$ cat config.mk
export PLATFORM = sky130hd
export DESIGN_NAME = paddle_ramp_gen
export DESIGN_NICKNAME = d
export VERILOG_FILES = /design/src/rtl/paddle_pkg.sv /design/src/rtl/paddle_channel.sv /design/src/rtl/paddle_ramp_gen.sv
export SDC_FILE = /design/constraint.sdc
export NUM_CORES = 1
export LEC_CHECK = 0
export CAP_MARGIN = 20
export CORE_AREA = 2 2 100 102
export DETAILED_ROUTE_END_ITERATION = 12
export DIE_AREA = 0 0 102 104
export GPL_ROUTABILITY_DRIVEN = 0
export PLACE_DENSITY = 0.63
export SYNTH_ARGS = -nofsm -noshare
export SYNTH_HDL_FRONTEND = slang
export SYNTH_HIERARCHICAL = 1
export SYNTH_SLANG_ARGS = --single-unit
$ cat constraint.sdc
create_clock -name clk -period 5.1 [get_ports clk]
set_input_delay 1.02 -clock clk [delete_from_list [all_inputs] [get_ports clk]]
set_output_delay 1.02 -clock clk [all_outputs]
set_load 0.02 [all_outputs]
$ cat src/rtl/paddle_pkg.sv
// Shared constants and saturating position arithmetic for the AY-3-8500 paddle emulation.
package paddle_pkg;

   localparam int POS_W_DEF       = 8;
   localparam int POS_INIT_DEF    = 128;
   localparam int POS_MAX_DEF     = 255;
   localparam int SPEED_SLOW_DEF  = 5;
   localparam int SPEED_FAST_DEF  = 8;
   localparam int SYNC_STAGES_DEF = 2;

   typedef enum logic {
      DIR_DOWN = 1'b0,
      DIR_UP   = 1'b1
   } dir_e;

   // Position moves by step towards 0 (up) or max_pos (down). The extra bit catches
   // borrow/carry so the result clamps instead of wrapping.
   function automatic logic [POS_W_DEF-1:0] sat_step(
      input logic [POS_W_DEF-1:0] pos,
      input logic [POS_W_DEF-1:0] step,
      input dir_e                 dir,
      input logic [POS_W_DEF-1:0] max_pos
   );
      logic [POS_W_DEF:0] wide;
      logic [POS_W_DEF-1:0] res;
      if (dir == DIR_UP) begin
         wide = {1'b0, pos} - {1'b0, step};
         res  = wide[POS_W_DEF] ? '0 : wide[POS_W_DEF-1:0];
      end else begin
         wide = {1'b0, pos} + {1'b0, step};
         res  = (wide > {1'b0, max_pos}) ? max_pos : wide[POS_W_DEF-1:0];
      end
      sat_step = res;
   endfunction

endpackage

$ cat src/rtl/paddle_channel.sv
// One paddle: position register updated once per frame, and a capture counter that
// holds the pin low for 'pos' lines after each frame edge.
module paddle_channel
   import paddle_pkg::*;
#(
   parameter int POS_W    = POS_W_DEF,
   parameter int POS_INIT = POS_INIT_DEF,
   parameter int POS_MAX  = POS_MAX_DEF
) (
   input  logic             clk,
   input  logic             reset_n,
   input  logic             enable,
   input  logic             frame_edge,
   input  logic             line_edge,
   input  logic             recentre,
   input  logic             up,
   input  logic             down,
   input  logic [POS_W-1:0] step,
   output logic [POS_W-1:0] pos,
   output logic             pin
);

   logic [POS_W-1:0] cap;
   logic [POS_W-1:0] pos_next;

   // Up wins over down when both are held.
   always_comb begin
      pos_next = pos;
      if (recentre)
         pos_next = POS_W'(POS_INIT);
      else if (up)
         pos_next = sat_step(pos, step, DIR_UP, POS_W'(POS_MAX));
      else if (down)
         pos_next = sat_step(pos, step, DIR_DOWN, POS_W'(POS_MAX));
   end

   always_ff @(posedge clk or negedge reset_n) begin
      if (!reset_n) begin
         pos <= POS_W'(POS_INIT);
         cap <= '0;
      end else if (!enable) begin
         cap <= '0;
      end else if (frame_edge) begin
         cap <= pos;
         pos <= pos_next;
      end else if (line_edge && (cap != '0)) begin
         cap <= cap - 1'b1;
      end
   end

   assign pin = (cap == '0);

endmodule

$ cat src/rtl/paddle_ramp_gen.sv
// Paddle input emulation for the ay38500: synchronises HSync/VSync into clk, detects
// their rising edges and drives two paddle channels.
module paddle_ramp_gen
   import paddle_pkg::*;
#(
   parameter int POS_W       = POS_W_DEF,
   parameter int POS_INIT    = POS_INIT_DEF,
   parameter int POS_MAX     = POS_MAX_DEF,
   parameter int SPEED_SLOW  = SPEED_SLOW_DEF,
   parameter int SPEED_FAST  = SPEED_FAST_DEF,
   parameter int SYNC_STAGES = SYNC_STAGES_DEF
) (
   input  logic             clk,
   input  logic             reset_n,
   input  logic             hsync,
   input  logic             vsync,
   input  logic             enable,
   input  logic             fast,
   input  logic             recentre,
   input  logic             p1_up,
   input  logic             p1_down,
   input  logic             p2_up,
   input  logic             p2_down,
   output logic             lp_in,
   output logic             rp_in,
   output logic [POS_W-1:0] p1_pos,
   output logic [POS_W-1:0] p2_pos,
   output logic             frame_tick
);

   logic [SYNC_STAGES-1:0] hs_sync;
   logic [SYNC_STAGES-1:0] vs_sync;
   logic                   hs_prev;
   logic                   vs_prev;
   logic                   hs_edge;
   logic                   vs_edge;
   logic [POS_W-1:0]       step;

   // Edge flags are registered, so a raw edge first sampled at clk edge k reaches
   // the channel registers at edge k+SYNC_STAGES+1.
   always_ff @(posedge clk or negedge reset_n) begin
      if (!reset_n) begin
         hs_sync <= '0;
         vs_sync <= '0;
         hs_prev <= 1'b0;
         vs_prev <= 1'b0;
         hs_edge <= 1'b0;
         vs_edge <= 1'b0;
      end else begin
         hs_sync <= {hs_sync[SYNC_STAGES-2:0], hsync};
         vs_sync <= {vs_sync[SYNC_STAGES-2:0], vsync};
         hs_prev <= hs_sync[SYNC_STAGES-1];
         vs_prev <= vs_sync[SYNC_STAGES-1];
         hs_edge <= hs_sync[SYNC_STAGES-1] & ~hs_prev;
         vs_edge <= vs_sync[SYNC_STAGES-1] & ~vs_prev;
      end
   end

   // frame_tick is a valid-only strobe with no ready: p1_pos/p2_pos carry the new
   // positions from the clk edge that ends the strobe.
   assign frame_tick = vs_edge;
   assign step       = fast ? POS_W'(SPEED_FAST) : POS_W'(SPEED_SLOW);

   paddle_channel #(
      .POS_W    (POS_W),
      .POS_INIT (POS_INIT),
      .POS_MAX  (POS_MAX)
   ) u_ch1 (
      .clk        (clk),
      .reset_n    (reset_n),
      .enable     (enable),
      .frame_edge (vs_edge),
      .line_edge  (hs_edge),
      .recentre   (recentre),
      .up         (p1_up),
      .down       (p1_down),
      .step       (step),
      .pos        (p1_pos),
      .pin        (lp_in)
   );

   paddle_channel #(
      .POS_W    (POS_W),
      .POS_INIT (POS_INIT),
      .POS_MAX  (POS_MAX)
   ) u_ch2 (
      .clk        (clk),
      .reset_n    (reset_n),
      .enable     (enable),
      .frame_edge (vs_edge),
      .line_edge  (hs_edge),
      .recentre   (recentre),
      .up         (p2_up),
      .down       (p2_down),
      .step       (step),
      .pos        (p2_pos),
      .pin        (rp_in)
   );

endmodule
==> metrics.yaml <==
run_status: "complete, no violations"
dp_hpwl_um: 6900
vias_per_cell: 5.56
worst_setup_hold_path_clk_slew_ns: 0.08
synth.lib_cells_used.distinct: 52
async_flop_share: 1.00
post_synth_instance_area_um2: 3740
slew_headroom: 0.413
drt_iter0_markers: 220
cp.required_ns: 5.28
cp_max_fo: 8
grt_pass1_wl_um: 15300
timing_worst_slew_pin_value_ns: 0.880
period_share: 0.669
hold_buffers: 0
pin_count_of_the_biggest_net_entering_global_routing: 41
clock_insertion_delay_worst_skew_ns: 0.29
postSynth.topFlopCell: "dfrtp_1"
chipWidth_um: 102
buffer_ports.inserted: 29
final-setup-viol-count: 0
stdcell_area_um2: 4270
cts_made_buffers: 5
multi_input_area_um2: 2570
postCtsSetupBuffers: 0
rsz0062_at_grt: "no"
type_of_destination_of_the_critical_path: "register"
power.ir.vdd_worst_v: 0.000111
syn-mean-instance-area_um2: 8.51
postSynthCellCount: 440
detail_route.wirelength_um: 9010
final_nets: 527
layout_cell_share_with_drive_strength_beyond_1: 0.0671
synth-edff-count: 0
first_pass_detailed_route_iteration_total: 5
placeableCoreArea_um2: 9550
antenna_violations_before_repair: 0
crit_arrival_ns: 3.59
worst_hold_path_type: "reg -> reg"
total_global_routing_track_utilization: 0.175
pre_cts_ws_ns: 1.41
clock_skew_ns: 0.00816
root_buffer: "clkbuf_8"
leakage_nw: 1.73
maxCapViolCount: 0
path_class: "in -> reg"
timing.final.ws_setup_ns: 1.69
final_antenna_net_count: 0
top_level_ports: 30
placement_rows: 36
max_clock_freq_ghz: 0.293
clock_sinks: 40
clk_path_buf_depth: 2
placed_area_um2: 4180
total_power_mw: 1.47
grt_overflow_total: 0
cts_resized: 0
initial_utilization: 0.392
antenna_cells: 0
ctsHtreeMaxLevel: 2
fin_tns_setup_ns: 0
regArea_um2: 1000
cts_tree: "yes"
yosys_warnings: 6
maxSlewViolCount: 0
crit_path_start_kind: "primary input"
seq_area_frac_synth: 0.268
fillers: 956
routedWlPerCell_um: 14.8
synth.ff_latch_count: 40
flow.area_growth_from_synthesis_pct: 13.9
power.density_cell_area_nw_per_um2: 345
post-route-drc-count: 0
detailroute.via_count: 3394
fin_crit_ns: 3.41
die_area_um2: 10600
number_of_global_route_vias_before_repair: 3102
chipHeight_um: 104
timing.final.hold_violations: 0
==> registers in the layout, indices dropped and copies added (netlist names) <==
name and count:
u_ch1/pos 8, u_ch2/pos 8, vs_prev 1, frame_tick 1, u_ch1/cap 8, hs_prev 1
hs_sync 2, vs_sync 2, hs_edge 1, u_ch2/cap 8
==> power by group <==
| part | switching [mW] | internal, mW |
|---|---|---|
| Clock | 0.106 | 0.0960 |
| Sequential | 0.0961 | 0.381 |
| Combinational | 0.438 | 0.354 |
| Total | 0.640 | 0.832 |
==> cell usage in the layout (no fill, tap or decap), drive strengths merged, types with 4 or more instances in the layout <==
master / n
nand4: 6
and3: 4
dfrtp: 38
fa: 4
a21oi: 32
nand2b: 20
inv: 41
a2111o: 4
or3: 8
or2: 4
o22ai: 6
nand3: 10
ha: 36
o31ai: 22
o31a: 4
clkdlybuf4s50: 28
o211ai: 10
nor2b: 10
xnor2: 10
conb: 20
o21ai: 26
a211oi: 8
a22o: 6
nor3: 10
o21a: 4
nor2: 30
a31oi: 4
a32o: 14
nand2: 18
a22oi: 4
clkbuf: 7
==> stage by stage <==
step,cells,hold slack (ns),utilization
2_1_floorplan,459,0.331,-
3_3_place_gp,602,0.333,0.438
3_5_place_dp,602,0.348,0.438
4_1_cts,610,0.372,0.447
5_1_grt,610,0.385,0.447
6_report,610,0.370,0.447
==> worst paths after layout <==
check                      cells past startpoint  slack, ns         start      endpoint
max                                           10       1.69          fast  u_ch1/pos[3]
min                                            0       0.37    vs_sync[0]    vs_sync[1]
max reg2reg                                    9       2.69  u_ch1/pos[0]  u_ch1/pos[3]
min reg2reg                                    0       0.37    vs_sync[0]    vs_sync[1]
max in group asynchronous                      1       3.70       reset_n  u_ch2/pos[6]
min in group asynchronous                      1       0.84       reset_n  u_ch1/cap[5]
==> routing by layer <==
metal | vias up | track usage | part of all wire
met4 | 0 | 0.0505 | 0.017
met3 | 15 | 0.0181 | 0.031
li1 | 1684 | - | -
met5 | - | 0 | 0
met2 | 77 | 0.265 | 0.45
met1 | 1618 | 0.263 | 0.50
==> logic make-up after synthesis <==
| logic type | share of synthesized area |
|---|---|
| other cells | 0.00100 |
| flops | 0.268 |
| fa+ha+maj | 0.142 |
| simple gates | 0.195 |
| compound gates | 0.301 |
| mux | 0.00535 |
| xor+xnor | 0.0234 |
| buf+inv | 0.0652 |
==> synthesized netlist by cell type (4+ instances only) <==
master / instances / area (um2)
inv_1: 41 / 154
dfrtp_1: 38 / 951
ha_1: 36 / 450
a21oi_1: 30 / 150
nor2_1: 30 / 113
o31ai_1: 22 / 165
nand2b_1: 20 / 125
nand2_1: 18 / 67.6
o21ai_0: 18 / 90.1
a32o_1: 14 / 140
clkbuf_1: 12 / 45.0
nand3_1: 10 / 50.1
nor3_1: 10 / 50.1
o211ai_1: 10 / 75.1
xnor2_1: 10 / 87.6
nor2b_1: 8 / 50.1
o21ai_1: 8 / 40.0
a211oi_1: 6 / 45.0
a22o_1: 6 / 52.6
buf_2: 6 / 30.0
nand4_1: 6 / 37.5
o22ai_1: 6 / 37.5
or3_1: 6 / 37.5
a2111o_1: 4 / 45.0
a22oi_1: 4 / 30.0
a31oi_1: 4 / 25.0
and3_1: 4 / 25.0
fa_1: 4 / 80.1
o21a_1: 4 / 30.0
==> critical path: stages <==
cell,delay [ns]
clkdlybuf4s50_1,0.50
inv_1,0.25
ha_1,0.22
inv_1,0.05
fa_1,0.42
a211oi_2,0.31
o21ai_0,0.15
a21oi_1,0.24
o21ai_0,0.14
a32o_1,0.29
==> cell type report <==
cell class                 instances  area share
clock inverter                     1     0.00117
timing repair buffer              30      0.0686
tap                              133      0.0390
inverter                          41      0.0361
multi-input combinational        358       0.602
sequential                        40       0.235
clock buffer                       7      0.0179
No activity file was read; power rests on OpenSTA's default activity.
